$ cat src/rtl/branch_pkg.sv
// Shared types and defaults for the branch controller.
//   opcode_e    : branch-class opcodes decoded from instr[8:5]
//   state_e     : run/halt state machine encoding
//   lut_entry_t : one signed offset-table entry {sign, magnitude}
package branch_pkg;

  localparam int unsigned PC_W_DEF    = 10;
  localparam int unsigned OFF_W_DEF   = 8;
  localparam int unsigned LUT_AW_DEF  = 4;
  localparam int unsigned HALT_PC_DEF = 63;
  localparam int unsigned CNT_W_DEF   = 16;

  typedef enum logic [3:0] {
    OP_BEQ  = 4'b1100,
    OP_BLT  = 4'b1101,
    OP_JMP  = 4'b1110,
    OP_HALT = 4'b1111
  } opcode_e;

  typedef enum logic [1:0] {
    ST_IDLE   = 2'd0,
    ST_RUN    = 2'd1,
    ST_HALTED = 2'd2
  } state_e;

  typedef struct packed {
    logic                 sign;
    logic [OFF_W_DEF-1:0] mag;
  } lut_entry_t;

endpackage

$ cat src/rtl/branch_lut.sv
// Branch-offset table: 2**LUT_AW entries of lut_entry_t.
//   clk, rst_n : clock, asynchronous active-low clear of every entry
//   we, waddr, wdata : synchronous write port
//   raddr, rdata     : asynchronous read port (a same-cycle write is not bypassed)
module branch_lut
  import branch_pkg::*;
#(
  parameter int unsigned LUT_AW = LUT_AW_DEF
) (
  input  logic              clk,
  input  logic              rst_n,
  input  logic              we,
  input  logic [LUT_AW-1:0] waddr,
  input  lut_entry_t        wdata,
  input  logic [LUT_AW-1:0] raddr,
  output lut_entry_t        rdata
);

  localparam int unsigned DEPTH = 2 ** LUT_AW;

  lut_entry_t mem_q [DEPTH];
  lut_entry_t mem_d [DEPTH];

  always_comb begin
    mem_d = mem_q;
    if (we) begin
      mem_d[waddr] = wdata;
    end
  end

  always_ff @(posedge clk or negedge rst_n) begin
    if (!rst_n) begin
      for (int unsigned i = 0; i < DEPTH; i++) begin
        mem_q[i] <= '0;
      end
    end else begin
      mem_q <= mem_d;
    end
  end

  assign rdata = mem_q[raddr];

endmodule

$ cat src/rtl/branch_ctrl.sv
// Producer side of the fetch-unit branch interface.
// Decodes instr, evaluates registered ALU flags and drives a zero-latency
// branch request (branch_en/bSIGN/bOFFSET) into the PC unit.
//   CLK, init_n          : clock, asynchronous active-low reset
//   start                : begin/restart execution (ignored while running)
//   instr, PC            : current instruction and program counter
//   alu_zero/alu_neg, flag_we : flag register update
//   lut_we/lut_addr/lut_wdata : offset-table write port
//   branch_en/bSIGN/bOFFSET   : combinational branch request
//   halt, busy           : registered status
//   cycle_cnt/branch_cnt : saturating statistics since last start
module branch_ctrl
  import branch_pkg::*;
#(
  parameter int unsigned PC_W    = PC_W_DEF,
  parameter int unsigned OFF_W   = OFF_W_DEF,
  parameter int unsigned LUT_AW  = LUT_AW_DEF,
  parameter int unsigned HALT_PC = HALT_PC_DEF,
  parameter int unsigned CNT_W   = CNT_W_DEF
) (
  input  logic              CLK,
  input  logic              init_n,
  input  logic              start,
  input  logic [8:0]        instr,
  input  logic [PC_W-1:0]   PC,
  input  logic              alu_zero,
  input  logic              alu_neg,
  input  logic              flag_we,
  input  logic              lut_we,
  input  logic [LUT_AW-1:0] lut_addr,
  input  logic [OFF_W:0]    lut_wdata,
  output logic              branch_en,
  output logic              bSIGN,
  output logic [OFF_W-1:0]  bOFFSET,
  output logic              halt,
  output logic              busy,
  output logic [CNT_W-1:0]  cycle_cnt,
  output logic [CNT_W-1:0]  branch_cnt
);

  localparam logic [PC_W-1:0] HALT_PC_V = PC_W'(HALT_PC);

  state_e            state_q, state_d;
  logic              flag_z_q, flag_z_d;
  logic              flag_n_q, flag_n_d;
  logic [CNT_W-1:0]  cycle_cnt_q, cycle_cnt_d;
  logic [CNT_W-1:0]  branch_cnt_q, branch_cnt_d;

  logic [3:0]        op;
  logic [LUT_AW-1:0] lut_idx;
  lut_entry_t        lut_rd;
  logic              cond;
  logic              run;
  logic              at_halt_pc;
  logic              halt_req;
  logic              taken;
  logic              clr_cnt;
  logic              unused_instr;

  assign op           = instr[8:5];
  assign lut_idx      = instr[LUT_AW-1:0];
  assign unused_instr = instr[4];

  branch_lut #(
    .LUT_AW (LUT_AW)
  ) u_lut (
    .clk   (CLK),
    .rst_n (init_n),
    .we    (lut_we),
    .waddr (lut_addr),
    .wdata (lut_entry_t'(lut_wdata)),
    .raddr (lut_idx),
    .rdata (lut_rd)
  );

  // Decode and branch request. Flags are the registered values, so a
  // flag_we in the same cycle does not influence this cycle's decision.
  always_comb begin
    cond = 1'b0;
    case (op)
      OP_BEQ:  cond = flag_z_q;
      OP_BLT:  cond = flag_n_q;
      OP_JMP:  cond = 1'b1;
      default: cond = 1'b0;
    endcase

    run        = (state_q == ST_RUN);
    at_halt_pc = (PC == HALT_PC_V);
    halt_req   = (op == OP_HALT) || at_halt_pc;
    // Halt takes priority over any branch at the halt address.
    taken      = run && !at_halt_pc && cond;

    branch_en  = taken;
    bSIGN      = taken ? lut_rd.sign : 1'b0;
    bOFFSET    = taken ? lut_rd.mag  : '0;
  end

  // Run/halt state machine.
  always_comb begin
    state_d = state_q;
    clr_cnt = 1'b0;
    case (state_q)
      ST_IDLE, ST_HALTED: begin
        if (start) begin
          state_d = ST_RUN;
          clr_cnt = 1'b1;
        end
      end
      ST_RUN: begin
        if (halt_req) begin
          state_d = ST_HALTED;
        end
      end
      default: state_d = ST_IDLE;
    endcase
  end

  // Flag register and saturating statistics counters.
  always_comb begin
    flag_z_d     = flag_we ? alu_zero : flag_z_q;
    flag_n_d     = flag_we ? alu_neg  : flag_n_q;
    cycle_cnt_d  = cycle_cnt_q;
    branch_cnt_d = branch_cnt_q;
    if (clr_cnt) begin
      cycle_cnt_d  = '0;
      branch_cnt_d = '0;
    end else if (run) begin
      if (cycle_cnt_q != '1) begin
        cycle_cnt_d = cycle_cnt_q + CNT_W'(1);
      end
      if (taken && (branch_cnt_q != '1)) begin
        branch_cnt_d = branch_cnt_q + CNT_W'(1);
      end
    end
  end

  always_ff @(posedge CLK or negedge init_n) begin
    if (!init_n) begin
      state_q      <= ST_IDLE;
      flag_z_q     <= 1'b0;
      flag_n_q     <= 1'b0;
      cycle_cnt_q  <= '0;
      branch_cnt_q <= '0;
    end else begin
      state_q      <= state_d;
      flag_z_q     <= flag_z_d;
      flag_n_q     <= flag_n_d;
      cycle_cnt_q  <= cycle_cnt_d;
      branch_cnt_q <= branch_cnt_d;
    end
  end

  assign halt       = (state_q == ST_HALTED);
  assign busy       = (state_q == ST_RUN);
  assign cycle_cnt  = cycle_cnt_q;
  assign branch_cnt = branch_cnt_q;

endmodule

$ cat config.mk
export PLATFORM = sky130hd
export DESIGN_NAME = branch_ctrl
export DESIGN_NICKNAME = d
export VERILOG_FILES = /design/src/rtl/branch_pkg.sv /design/src/rtl/branch_lut.sv /design/src/rtl/branch_ctrl.sv
export SDC_FILE = /design/constraint.sdc
export NUM_CORES = 1
export LEC_CHECK = 0
export BUFFER_PORTS_ARGS = -buffer_cell sky130_fd_sc_hd__clkbuf_2
export CAP_MARGIN = 20
export CORE_MARGIN = 4
export CORE_UTILIZATION = 30
export CTS_BUF_LIST = sky130_fd_sc_hd__clkbuf_4 sky130_fd_sc_hd__clkbuf_8
export CTS_CLUSTER_DIAMETER = 40
export DETAILED_ROUTE_END_ITERATION = 12
export PLACE_DENSITY = 0.57
export REMOVE_ABC_BUFFERS = 1
export SYNTH_ARGS = -nofsm -noshare
export SYNTH_HDL_FRONTEND = slang
export SYNTH_SLANG_ARGS = --single-unit
$ cat constraint.sdc
create_clock -name CLK -period 3.7 [get_ports CLK]
set_clock_uncertainty 0.1 [all_clocks]
set_input_delay 0.925 -clock CLK [delete_from_list [all_inputs] [get_ports CLK]]
set_output_delay 0.925 -clock CLK [all_outputs]
set_load 0.01 [all_outputs]
==> results of run 1 <==
==> routing by layer <==
metal  vias up  wire length (µm)
met4         0               146
met1      2846              9290
met2       113              9200
li1       2560                 -
met5         -                 0
met3        10               929
==> worst max-delay path by stage <==
| stage | from | to | slack (ns) |
|---|---|---|---|
| finish | instr[0] | bOFFSET[1] | 0.06 |
| detailed placement | instr[0] | bOFFSET[6] | 0.08 |
| CTS | instr[0] | bOFFSET[6] | 0.08 |
| global route | instr[0] | bOFFSET[1] | 0.01 |
| floorplan | instr[6] | bOFFSET[0] | 0.54 |
| global placement | instr[0] | bOFFSET[6] | 0.08 |
==> cell type report <==
| cell class | instances | area (µm²) |
|---|---|---|
| well taps | 384 | 480 |
| clock buffers | 18 | 248 |
| inverters | 8 | 30.0 |
| multi-input cells | 410 | 3960 |
| flip-flops and latches | 180 | 4500 |
| repair buffers | 105 | 654 |
| clock inverters | 14 | 160 |
| fillers | 2810 | 18600 |
==> critical path, cell delays in order <==
cell and delay [ns]:
clkbuf_2 0.10, buf_12 0.18, buf_4 0.17, mux4_2 0.49, a211oi_1 0.44, a211oi_1 0.10
clkbuf_2 0.20
==> sequential cells by signal (all words and copies together), names as in the netlist <==
| register | count |
|---|---|
| cycle_cnt | 16 |
| branch_cnt | 16 |
| flag_z_q | 1 |
| state_q | 2 |
| u_lut.mem_q | 144 |
| flag_n_q | 1 |
==> kinds of logic after synthesis <==
logic type | count (synthesis) | share of synthesized area, %
AOI/OAI and AO/OA | 69 | 5.76
xor gates and xnor gates | 7 | 0.706
adders and majority gates | 2 | 0.288
buffers and inverters | 48 | 2.66
DFF | 180 | 51.8
muxes | 197 | 30.0
and+or+nand+nor | 135 | 8.77
==> placed cells by master, fill, tap and decap left out, types with 6 or more instances in the layout <==
master / instances
buf_4: 19
nand4_1: 9
nand2b_1: 9
nor2_1: 18
inv_1: 8
mux4_2: 36
nand2_1: 29
or3_1: 8
clkbuf_8: 18
clkbuf_2: 80
dfrtp_1: 180
mux2_2: 146
nand3_1: 14
o21ai_0: 12
mux2i_1: 15
nor2b_1: 12
and4_1: 6
xor2_1: 6
a211oi_1: 20
a21oi_1: 6
==> report_power, final <==
| group | internal, mW | leakage (nW) | switching (mW) |
|---|---|---|---|
| Sequential | 2.37 | 2.25 | 0.230 |
| Combinational | 0.594 | 1.86 | 0.441 |
| Clock | 0.532 | 0.205 | 0.836 |
==> summary.md, run 1 <==
The run finished with clean final reports. The average footprint of a synthesized cell came out at 13.6 µm². The share of final-layout standard cells stronger than drive strength 1 is 45.7%, and the post-cts resize count is 0. The logs give 0.0100 mm² for the design area and 71 for the pin count of the biggest net entering global routing. Setup violations remaining at the end of the flow were counted as 0.

Worst-case headroom to the max-slew limit: 55.5%. The clock period minus final worst setup slack is 3.64 ns, and the biggest fanout along the worst timing path is 16. Setup slack on the critical path of the routed design comes to 0.0602 ns.

Global routing finished with a remaining overflow of 0. The count of cells in the finished layout, fillers not included, comes to 1119. In this run, distinct cell masters in the synthesized netlist total 54.

The synthesized design contains 0 enable-type register cells. The routability-driven placement congestion ratio came out at 0.771. The count of buffers added by post-CTS timing repair for setup came out at 0. The effective utilization at floorplan was 30.4%. The total placed instance area was 0.00962 mm².

The worst setup path is captured at a primary output. Cells fill 35.1% of the core in the end. In the routed design, unresolved DRC markers number 0. The post-CTS clock slew at the launch and capture registers of the worst setup and hold paths came out at 0.11 ns. The top flip-flop cell by instance count after synthesis is dfrtp_1.

The average wire length per cell after detail routing was 17.5 µm; the iteration-0 DRC count of the detailed router was 286. The worst setup path is of the in -> out kind. The tools report the clock sink total as 180. The H-tree generated during clock tree synthesis spans 4 levels. The first-pass iteration count of the detailed router is 4.

The post-synthesis instance area is 0.00869 mm². Among all cell types in the netlist, the one instantiated most often is dfrtp_1. Final hold analysis gives a worst-case slack of 0.342 ns. Setup repair after global routing left no endpoint under its margin.

83 I/O pins were placed. Global routing used 20.7% of the available met2 tracks. met2 is the most crowded layer.

Share of synthesized flip-flops with an asynchronous set or reset: 100%. At the pin with the least slew margin, the transition time is 0.667 ns. The layout overhead on the synthesized area works out to 15.5%.

The number of buffers created by CTS is 17, and the final critical-path share of the clock period is 98.4%. The number of antenna diodes in the final layout is 0. In this run the biggest area consumer among cell types represents 51.8% of the synthesized area. Using the TritonRoute via totals, the vias-per-cell ratio works out to 4.94.

Global routing consumed, on the met1 layer, 17.7% of the routing resources. The global routing usage summed across all routing layers is 12.8%. Biggest area consumer among synthesized cells: dfrtp_1. The run gives 0 as the final count of hold timing violations. In the post-synthesis netlist, the biggest area contributors are dfrtp_1, mux2_2, mux4_2. The commonest cells after synthesis are dfrtp_1, mux2_2, mux4_2, nand2_1, clkbuf_1. The power consumption is 5.00 mW, and the leakage power of the design is 4.32 nW. The tools report the source of the worst register-to-register timing path as state_q[0]. The detail route stage leaves a number of antenna-violating nets equal to 0. Height of the die: 178 µm. The required time at the endpoint of the critical path is 2.67 ns. For the fmax, the log shows 0.275 GHz. The number of antenna violations at the first check in global routing was 0; the number of warnings reported in the yosys synthesis log was 0. Timing analysis after detailed placement gives a worst setup slack of 0.0772 ns.

The tools report the vias after detailed routing as 5529. The number of placed instances with taps included was 1087. TritonCTS built the clock tree.

The number of core rows came out at 62. The critical path launch point type is a primary input. The tools report the total count of max-transition violations in the final report as 0. In this run the critical register-to-register path is captured at cycle_cnt[13]. For flop-to-flop paths, the worst setup slack is 1.56 ns. The final total negative setup slack was 0 ns. The die covers 0.0318 mm².

The tools report the clock latency at the later pin of the worst-skew pair as 0.46 ns. The min-delay analysis places its worst path in the category in -> async. Input and output buffers added on the ports amount to 81. Data arrives at the worst endpoint at 2.61 ns. The number of global-route vias before repair is 5724, and the estimated wirelength of the detail-placed design is 13.3 mm. Portion of the post-synthesis area used by sequential elements: 51.8%. Cell depth of the worst flop-to-flop path: 5.

The final net count is 763, and the routed wire length is 19.6 mm. The tree is rooted in a clkbuf_8. Max-cap violations in this run came to 0. The wire length of the first global-routing pass was 31.8 mm; the post-synthesis cell count was 638. The maximum buffer depth of the clock tree was 2.

The cts-stage hold buffer count was 0; the worst vdd rail ir drop was 0.204 mV. In this run the horizontal extent of the chip is 178 µm. The region available for standard cell placement spans 0.0286 mm². Power spread over the standard cell area amounts to 499 mW/mm². In this run, synthesis produced a sequential element count of 180. For met3 alone, demand over resource in global routing was 2.73%.
Power figures use the tool's default switching activity.
==> run 2, diff against run 1 <==
Settings changed: RECOVER_POWER set to 100.
==> run 2 against run 1 <==
  * Count of clock-buffer cells in the layout stayed put
  * The flow now finishes with violations (capacitance limit, slew limit)
  * Critical endpoint unchanged
  * Sequential power hardly changed
  * Final area is 1.7% lower
  * Register-to-register slack worse by 0.44 ns
  * Via count is 0.22% higher
  * Sequential share of layout area is 0.77 points higher
  * Fmax is 0.18% lower
==> summary.md, run 2 (same netlist as run 1, synthesis figures left out) <==
The run finished, with violations left. The checks that failed: capacitance limit, slew limit. For the routed wire length, the log shows 19.7 mm. Global routing consumed, over all layers together, 12.8% of the routing resources. Setup violations remaining at the end of the flow were counted as 0. After clock tree synthesis, the flow added hold-fix buffers numbering 0.

The register with the most flip-flops in the layout has 144 of them. Per report_power, the combinational group accounts for 20.3% of the total. TritonCTS built the clock tree. Setup repair after global routing left no endpoint under its margin.

The power density of the placed cells works out to 505 mW/mm². IR analysis of the VDD net gives a maximum drop of 0.205 mV. The I/O pin total is 83. Of the cells placed in the final design, the portion with a size suffix greater than 1 is 37.4%.

The height of the die was 178 µm; the fmax was 0.274 GHz. The count of nets left with antenna violations once routing finished came out at 0. The total number of H-tree levels is 4. Adding up every negative setup slack in the final design gives 0 ns. The iteration-0 DRC count of the detailed router is 326, and the data arrival time of the critical path is 2.62 ns. The final count of hold timing violations is 0, and the count of buffers added by post-CTS timing repair for setup is 0. After filler insertion, the fill cell instance count of the layout stands at 2845. The number of global-route vias before repair is 5724, and the number of design rule violations left after detail routing is 0.

Headroom to the max-slew limit came out at -16.4%. The pin count of the biggest net entering global routing is 71. The total count of max-transition violations in the final report is 71.

Clock sink total: 180. For this design the total switching power over the nets is 1.50 mW. Leaving out fill and tap cells, the most frequent cells in the layout are dfrtp_1, mux2_2, clkbuf_1. At the pin with the least slew margin, the transition time is 1.75 ns. At the worst endpoint, the required time is 2.67 ns. In this run, the clock network consumes 27.5% of the power.

Measured along the x axis, the die boundary spans 178 µm. Along the worst path, the maximum fanout reaches 16. The wire-length estimate of the detail-placed layout is 13.3 mm. The min-delay analysis places its worst path in the category reg -> reg. The critical path launch point type is a primary input. The run gives 5541 as the vias after detailed routing.

Quantity of I/O buffers inserted on ports: 81. The clock period minus final worst setup slack came out at 3.65 ns. Post-CTS repair changed the size of 0 cells. The total congestion overflow after global routing came out at 0. The number of antenna violations at the first check in global routing came out at 0. The register with the most flip-flops was u_lut.mem_q. The logs give 30.4% for the effective utilization at floorplan and 4 for the first-pass iteration count of the detailed router. In the final routed layout, each cell accounts on average for 17.6 µm. At the end of routability-driven placement, the weighted congestion stood at 0.771. The first global-routing pass estimated 31.8 mm of wire. The final critical path takes up 98.5% of the cycle. Before CTS, the worst setup slack after placement is 0.0772 ns. From synthesis to final layout, the design area changed by 13.5%. Summed over all cells, the static leakage comes to 4.13 nW. At the later pin of the worst-skew pair, clock insertion delay measures 0.46 ns. The net count of the finished layout is 763.

Clock-pin slew was measured on the worst setup and hold paths at 0.10 ns. The total of max-cap violations is 1, and the antenna diode count is 0. The library cell used as clock root buffer is clkbuf_8.

In this run the standard cell core region covers 0.0286 mm². After layout, the worst setup slack is 0.0537 ns. Per report_power, the sequential group accounts for 52.2% of the total. The die covers 0.0318 mm².

Net switching is 30.2% of the power. Clock tree synthesis inserted a total of 17 buffers. The floorplan has 62 rows.

Using the TritonRoute via totals, the vias-per-cell ratio works out to 4.95. For the internal portion of total power, the log shows 3.48 mW. The maximum buffer depth of the clock tree is 2.

The kind of capture point of the worst setup path was a primary output. The library cell used most frequently in the layout, excluding fill and tap cells, is dfrtp_1. The startpoint-to-endpoint class of the critical path was in -> out.
## run 2: cell count changes in the layout (fill, tap and decap cells not counted), moves of 2 or more
cell	change
clkbuf_1	+48
clkbuf_2	-37
buf_4	-10
nor2_1	+5
nor2_2	-5
o21ai_0	+3
o21ai_2	-2
## run 2: routing by layer
metal / vias to the layer above / track usage, % / routed length, µm
met1: 2857 / 17.7 / 9460
li1: 2561 / - / -
met2: 113 / 20.7 / 9180
met5: - / 0 / 0
met3: 10 / 2.73 / 882
met4: 0 / 2.94 / 148
## run 2: critical path, stage by stage
cell	delay, ns
clkbuf_2	0.10
buf_12	0.18
buf_4	0.17
mux4_2	0.49
a211oi_1	0.44
a211oi_1	0.10
clkbuf_2	0.20
## run 2: final timing paths
path                       cells past startpoint  slack [ns]     startpoint         endpoint
min                                            1        0.41  cycle_cnt[15]    cycle_cnt[15]
max                                            7        0.05       instr[0]       bOFFSET[1]
max reg2reg                                    6        1.12     state_q[1]   branch_cnt[11]
max in group asynchronous                      2        0.75         init_n  u_lut.mem_q[84]
min in group asynchronous                      1        0.79         init_n    branch_cnt[6]
min reg2reg                                    1        0.41  cycle_cnt[15]    cycle_cnt[15]
## run 2: layout make-up
class,instances,area [µm²],share of cell area [%]
clock buffer,18,248,2.51
clock inverter,14,160,1.62
inverter,8,30.0,0.304
multi-input combinational,410,3890,39.5
sequential,180,4500,45.7
tap,384,480,4.87
timing repair buffer,105,551,5.58
## run 2: power groups by stage
stage | Clock (mW) | Sequential (mW) | Combinational [mW]
after floorplan | 0 | 2.58 | 0.718
after global placement | 0 | 2.63 | 1.03
after detailed placement | 0 | 2.64 | 1.05
after CTS | 1.42 | 2.60 | 1.05
after global routing | 1.50 | 2.65 | 1.13
final | 1.37 | 2.60 | 1.01
## run 2: stage by stage
stage / utilization [%] / power (mW) / hold WS (ns) / area [µm²] / instances
2_1_floorplan: - / 3.30 / 0.374 / 8490 / 598
3_3_place_gp: 33.6 / 3.66 / 0.383 / 9620 / 1087
3_5_place_dp: 33.6 / 3.69 / 0.390 / 9620 / 1087
4_1_cts: 35.0 / 5.08 / 0.333 / 10000 / 1119
5_1_grt: 34.5 / 5.28 / 0.422 / 9870 / 1119
6_report: 34.5 / 4.98 / 0.409 / 9870 / 1119
==> run 3, diff against run 2 <==
Settings changed: ABC_AREA set to 1, PLACE_DENSITY 0.57 to unset.
==> run 3 against run 2 <==
  * The run still ends with capacitance limit, slew limit left
  * Combinational power barely moved
  * Routed wire length increased by 21%
  * Clock power grew 4%
  * Die area rose by 4.9%
  * Hold slack got worse by 0.018 ns
  * Area after synthesis up 5.2%
  * Utilization fell by 0.84 points
  * First-iteration DRC count grew 82%
  * Non-clock buffer count decreased by 8
  * Highest routed layer unchanged
==> summary.md, run 3 <==
The number of global-route vias before repair is 7566, and the quantity of I/O buffers inserted on ports is 81. The clock network burns 28.6% of the power. The required time at the endpoint of the critical path is 2.67 ns, and the biggest fanout along the worst timing path is 58.

Counting every sink on the clock net gives 180. At the end of routability-driven placement, the weighted congestion stood at 0.823. Once the floorplan was initialized, standard cells occupied 30.6% of the core.

The cell with the largest stage delay on the worst path was buf_12. The post-synthesis cell count is 1159. TritonCTS built the clock tree. Dividing the synthesized area by the synthesized cell count gives 7.89 µm². The cell with the most instances after synthesis is nand2_1. 0 antenna diodes ended up in the layout. For the area used by multi-input combinational logic, the log shows 0.00379 mm². In this run the register-to-register setup slack is 0.67 ns. Summing every instance area after synthesis gives 0.00914 mm². The tools report the source of the worst register-to-register timing path as state_q[0]. The power density of the placed cells is 493 mW/mm². For this design the top-level I/O count stands at 83. The transition time of the tightest slew-check pin works out to 1.76 ns. The final count of hold timing violations was 0; the cell depth of the worst flop-to-flop path was 9. Clock-pin slew was measured on the worst setup and hold paths at 0.09 ns. The synthesized design spends more area on one cell type than any other, namely dfrtp_1. Among the stages of the critical path, the cell type that occurs most often is nor2_1. The vias after detailed routing came out at 7826. The height of the die came out at 183 µm.

Final standard cell utilization of the core: 33.6%. In the final layout, the share of cells above drive strength 1 is 8.63%. After clock tree synthesis, the repair step resized 0 gates. The total area inside the core boundary comes to 0.0299 mm². After synthesis the netlist holds a flip-flop and latch count of 180. The final critical-path share of the clock period works out to 90.4%.

For the share of power burned in combinational logic, the log shows 19.8%. In this run, synthesis inferred 0 flip-flops with an integrated enable. The checks that failed: capacitance limit, slew limit. Iteration-0 DRC count of the detailed router: 592.

Capture endpoint of the worst hold path: u_lut.mem_q[5]. Cell internal power was estimated by the tool at 3.39 mW. The run gives 63 as the number of core rows.

The die outline width is 183 µm, and the total of max-cap violations is 1. The number of placed instances, taps included, is 1586. For this run, the leading register cell type out of synthesis is dfrtp_1. Number of antenna violations at the first check in global routing: 0. For the worst-skew pair, the clock arrives at the later sink with an insertion delay of 0.46 ns.

The number of buffers and inverters on the critical path is 4. Global routing consumed, over all layers together, 14.5% of the routing resources. Total count of max-transition violations in the final report: 65. In this run, CTS created clock tree buffers numbering 17. The count of distinct cell types in the synthesized netlist was 36; the number of stages on the worst hold path was 2. The number of hold buffers added after CTS was 0. STA puts the critical path data arrival time at 2.32 ns. In this run the deepest clock path goes through 2 buffers.

In this run the tightest slew margin relative to its limit is -17.6%. After synthesis, the cell types taking the most area are dfrtp_1, nand2_1, o21ai_0. The layout overhead on the synthesized area is 9.91%. The library cell used most frequently in the layout, excluding fill and tap cells, is nand2_1. The tools report the critical path launch point type as a primary input.

The final total negative setup slack came out at 0 ns. For the total setup violations reported at the end of the flow, the log shows 0. The run gives 4 as the total number of H-tree levels. The clock period minus final worst setup slack is 3.35 ns.

Final-layout fill cell count: 3211. The fraction of synthesized cell area taken by the top area cell type came out at 49.3%. The startpoint-to-endpoint class of the critical path is in -> out. For this run the aggregate overflow at the end of global routing stands at 0.

The tools report the register cell area after layout as 0.00450 mm². After detailed routing, the average wire length per cell comes to 14.7 µm. The pin count of the biggest net entering global routing was 66; the wire length of the first global-routing pass was 39.6 mm. The non-filler instance count after layout was 1618. The library cells used most frequently in the layout, excluding fill and tap cells, are nand2_1, dfrtp_1, o21ai_0.

The run finished, with violations left. Setup repair after global routing left no endpoint under its margin. For this design the static power due to leakage is 4.67 nW. The top cell family by delay on the critical path is buffers and inverters. The register with the most flip-flops was u_lut.mem_q.

Type of the tightest min-delay check: reg -> reg. Flip-flop count of the largest register, all copies and words added: 144. The commonest cells after synthesis are nand2_1, dfrtp_1, o21ai_0, nand3_1, nor2_1. After detailed routing, the number of remaining DRC violations is 0. The number of warnings reported in the yosys synthesis log came out at 0.

The tree is rooted in a clkbuf_8. After synthesis, flip-flops and latches occupy 49.3% of the total area. The worst-case IR drop observed on VDD is 0.247 mV. The hold path startpoint was u_lut.mem_q[5]. In the routed layout, each cell is associated on average with a via count of 4.84. The share of synthesized flip-flops with an asynchronous set or reset was 100%; the first-pass iteration count of the detailed router was 5. The end of the worst register-to-register path is cycle_cnt[12]. The count of buffers added by post-CTS timing repair for setup is 0, and the fmax is 0.299 GHz.

The power share of the sequential group is 51.6%. After detailed routing, the total wire length is 23.8 mm. The logs give 0.0333 mm² for the die area and 15.8 mm for the estimated wirelength of the detail-placed design. The switching portion of total power was 31.6%; the final net count was 1256. The detail route stage leaves a number of antenna-violating nets equal to 0. The critical path goes through clkbuf_2, inv_2, buf_12, a21oi_1, o21ai_0, nand2_1, nor2_1, nor2_1, nor2_1, clkbuf_1. The largest single stage delay on the critical path is 0.25 ns. The tools report the switching component of the power as 1.56 mW.

The kind of capture point of the worst setup path was a primary output.
run 3: changes by cell type in the layout (fill, tap and decap cells not counted), sizes merged, moves of 15 or more:
cell	change
a211oi	-22
a21oi	+59
inv	+69
mux2	-144
mux2i	-15
mux4	-36
nand2	+307
nand3	+102
nor2	+74
o21ai	+160
run 3: worst max-delay path by stage:
| stage | from | endpoint | slack (ns) | depth (start not counted) |
|---|---|---|---|---|
| after detailed placement | instr[5] | bOFFSET[5] | 0.35 | 9 |
| final | instr[0] | bOFFSET[5] | 0.35 | 10 |
| after CTS | instr[5] | bOFFSET[5] | 0.34 | 9 |
| after global routing | PC[9] | bOFFSET[3] | 0.18 | 10 |
| after global placement | instr[6] | bOFFSET[5] | 0.37 | 9 |
| after floorplan | instr[0] | bOFFSET[0] | 0.66 | 7 |
run 3: power groups by stage:
stage	Combinational [mW]	Clock (mW)	Sequential [mW]
3_3_place_gp	1.04	0	2.58
5_1_grt	1.16	1.52	2.60
6_report	0.980	1.42	2.55
3_5_place_dp	1.06	0	2.59
4_1_cts	1.07	1.45	2.55
2_1_floorplan	0.693	0	2.56
run 3: layer usage:
| layer | wire, µm | part of all wire, % | up-vias | GRT usage (%) |
|---|---|---|---|---|
| met1 | 11600 | 49 | 3734 | 20.5 |
| met4 | 165 | 0.69 | 0 | 2.31 |
| met2 | 10500 | 44 | 198 | 22.7 |
| li1 | - | - | 3880 | - |
| met3 | 1570 | 6.6 | 14 | 4.01 |
| met5 | 0 | 0 | - | 0 |
run 3: cell type report:
type                            instances  share of cell area (%)
Inverter                               89                    3.35
Sequential cell                       180                    44.8
Clock inverter                          8                   0.984
Multi-Input combinational cell        830                    37.7
Timing Repair Buffer                   97                    5.13
Clock buffer                           24                    3.10
Tap cell                              390                    4.86
run 3: cells by family after synthesis:
family                   share of synthesized area [%]
adder cells (fa/ha/maj)                          0.274
buffers and inverters                             7.09
flip-flops                                        49.3
AO/OA/AOI/OAI                                     13.7
multiplexers                                     0.246
AND/OR/NAND/NOR                                   28.0
XOR/XNOR                                          1.44
run 3: worst reg2reg max path, delay by kind of cell, from the launching register on:
| family | cells | cell delay, ns |
|---|---|---|
| AO/OA/AOI/OAI | 1 | 0.10 |
| buffers and inverters | 3 | 0.93 |
| flip-flops | 1 | 0.41 |
| AND/OR/NAND/NOR | 5 | 1.37 |
run 3: metrics by stage:
| stage | power (mW) | area (µm²) | setup WS [ns] | hold WS, ns |
|---|---|---|---|---|
| detailed placement | 3.65 | 9930 | 0.347 | 0.373 |
| finish | 4.95 | 10000 | 0.354 | 0.391 |
| global placement | 3.61 | 9930 | 0.372 | 0.365 |
| floorplan | 3.25 | 8830 | 0.661 | 0.353 |
| CTS | 5.06 | 10300 | 0.343 | 0.378 |
| global route | 5.27 | 10000 | 0.183 | 0.415 |
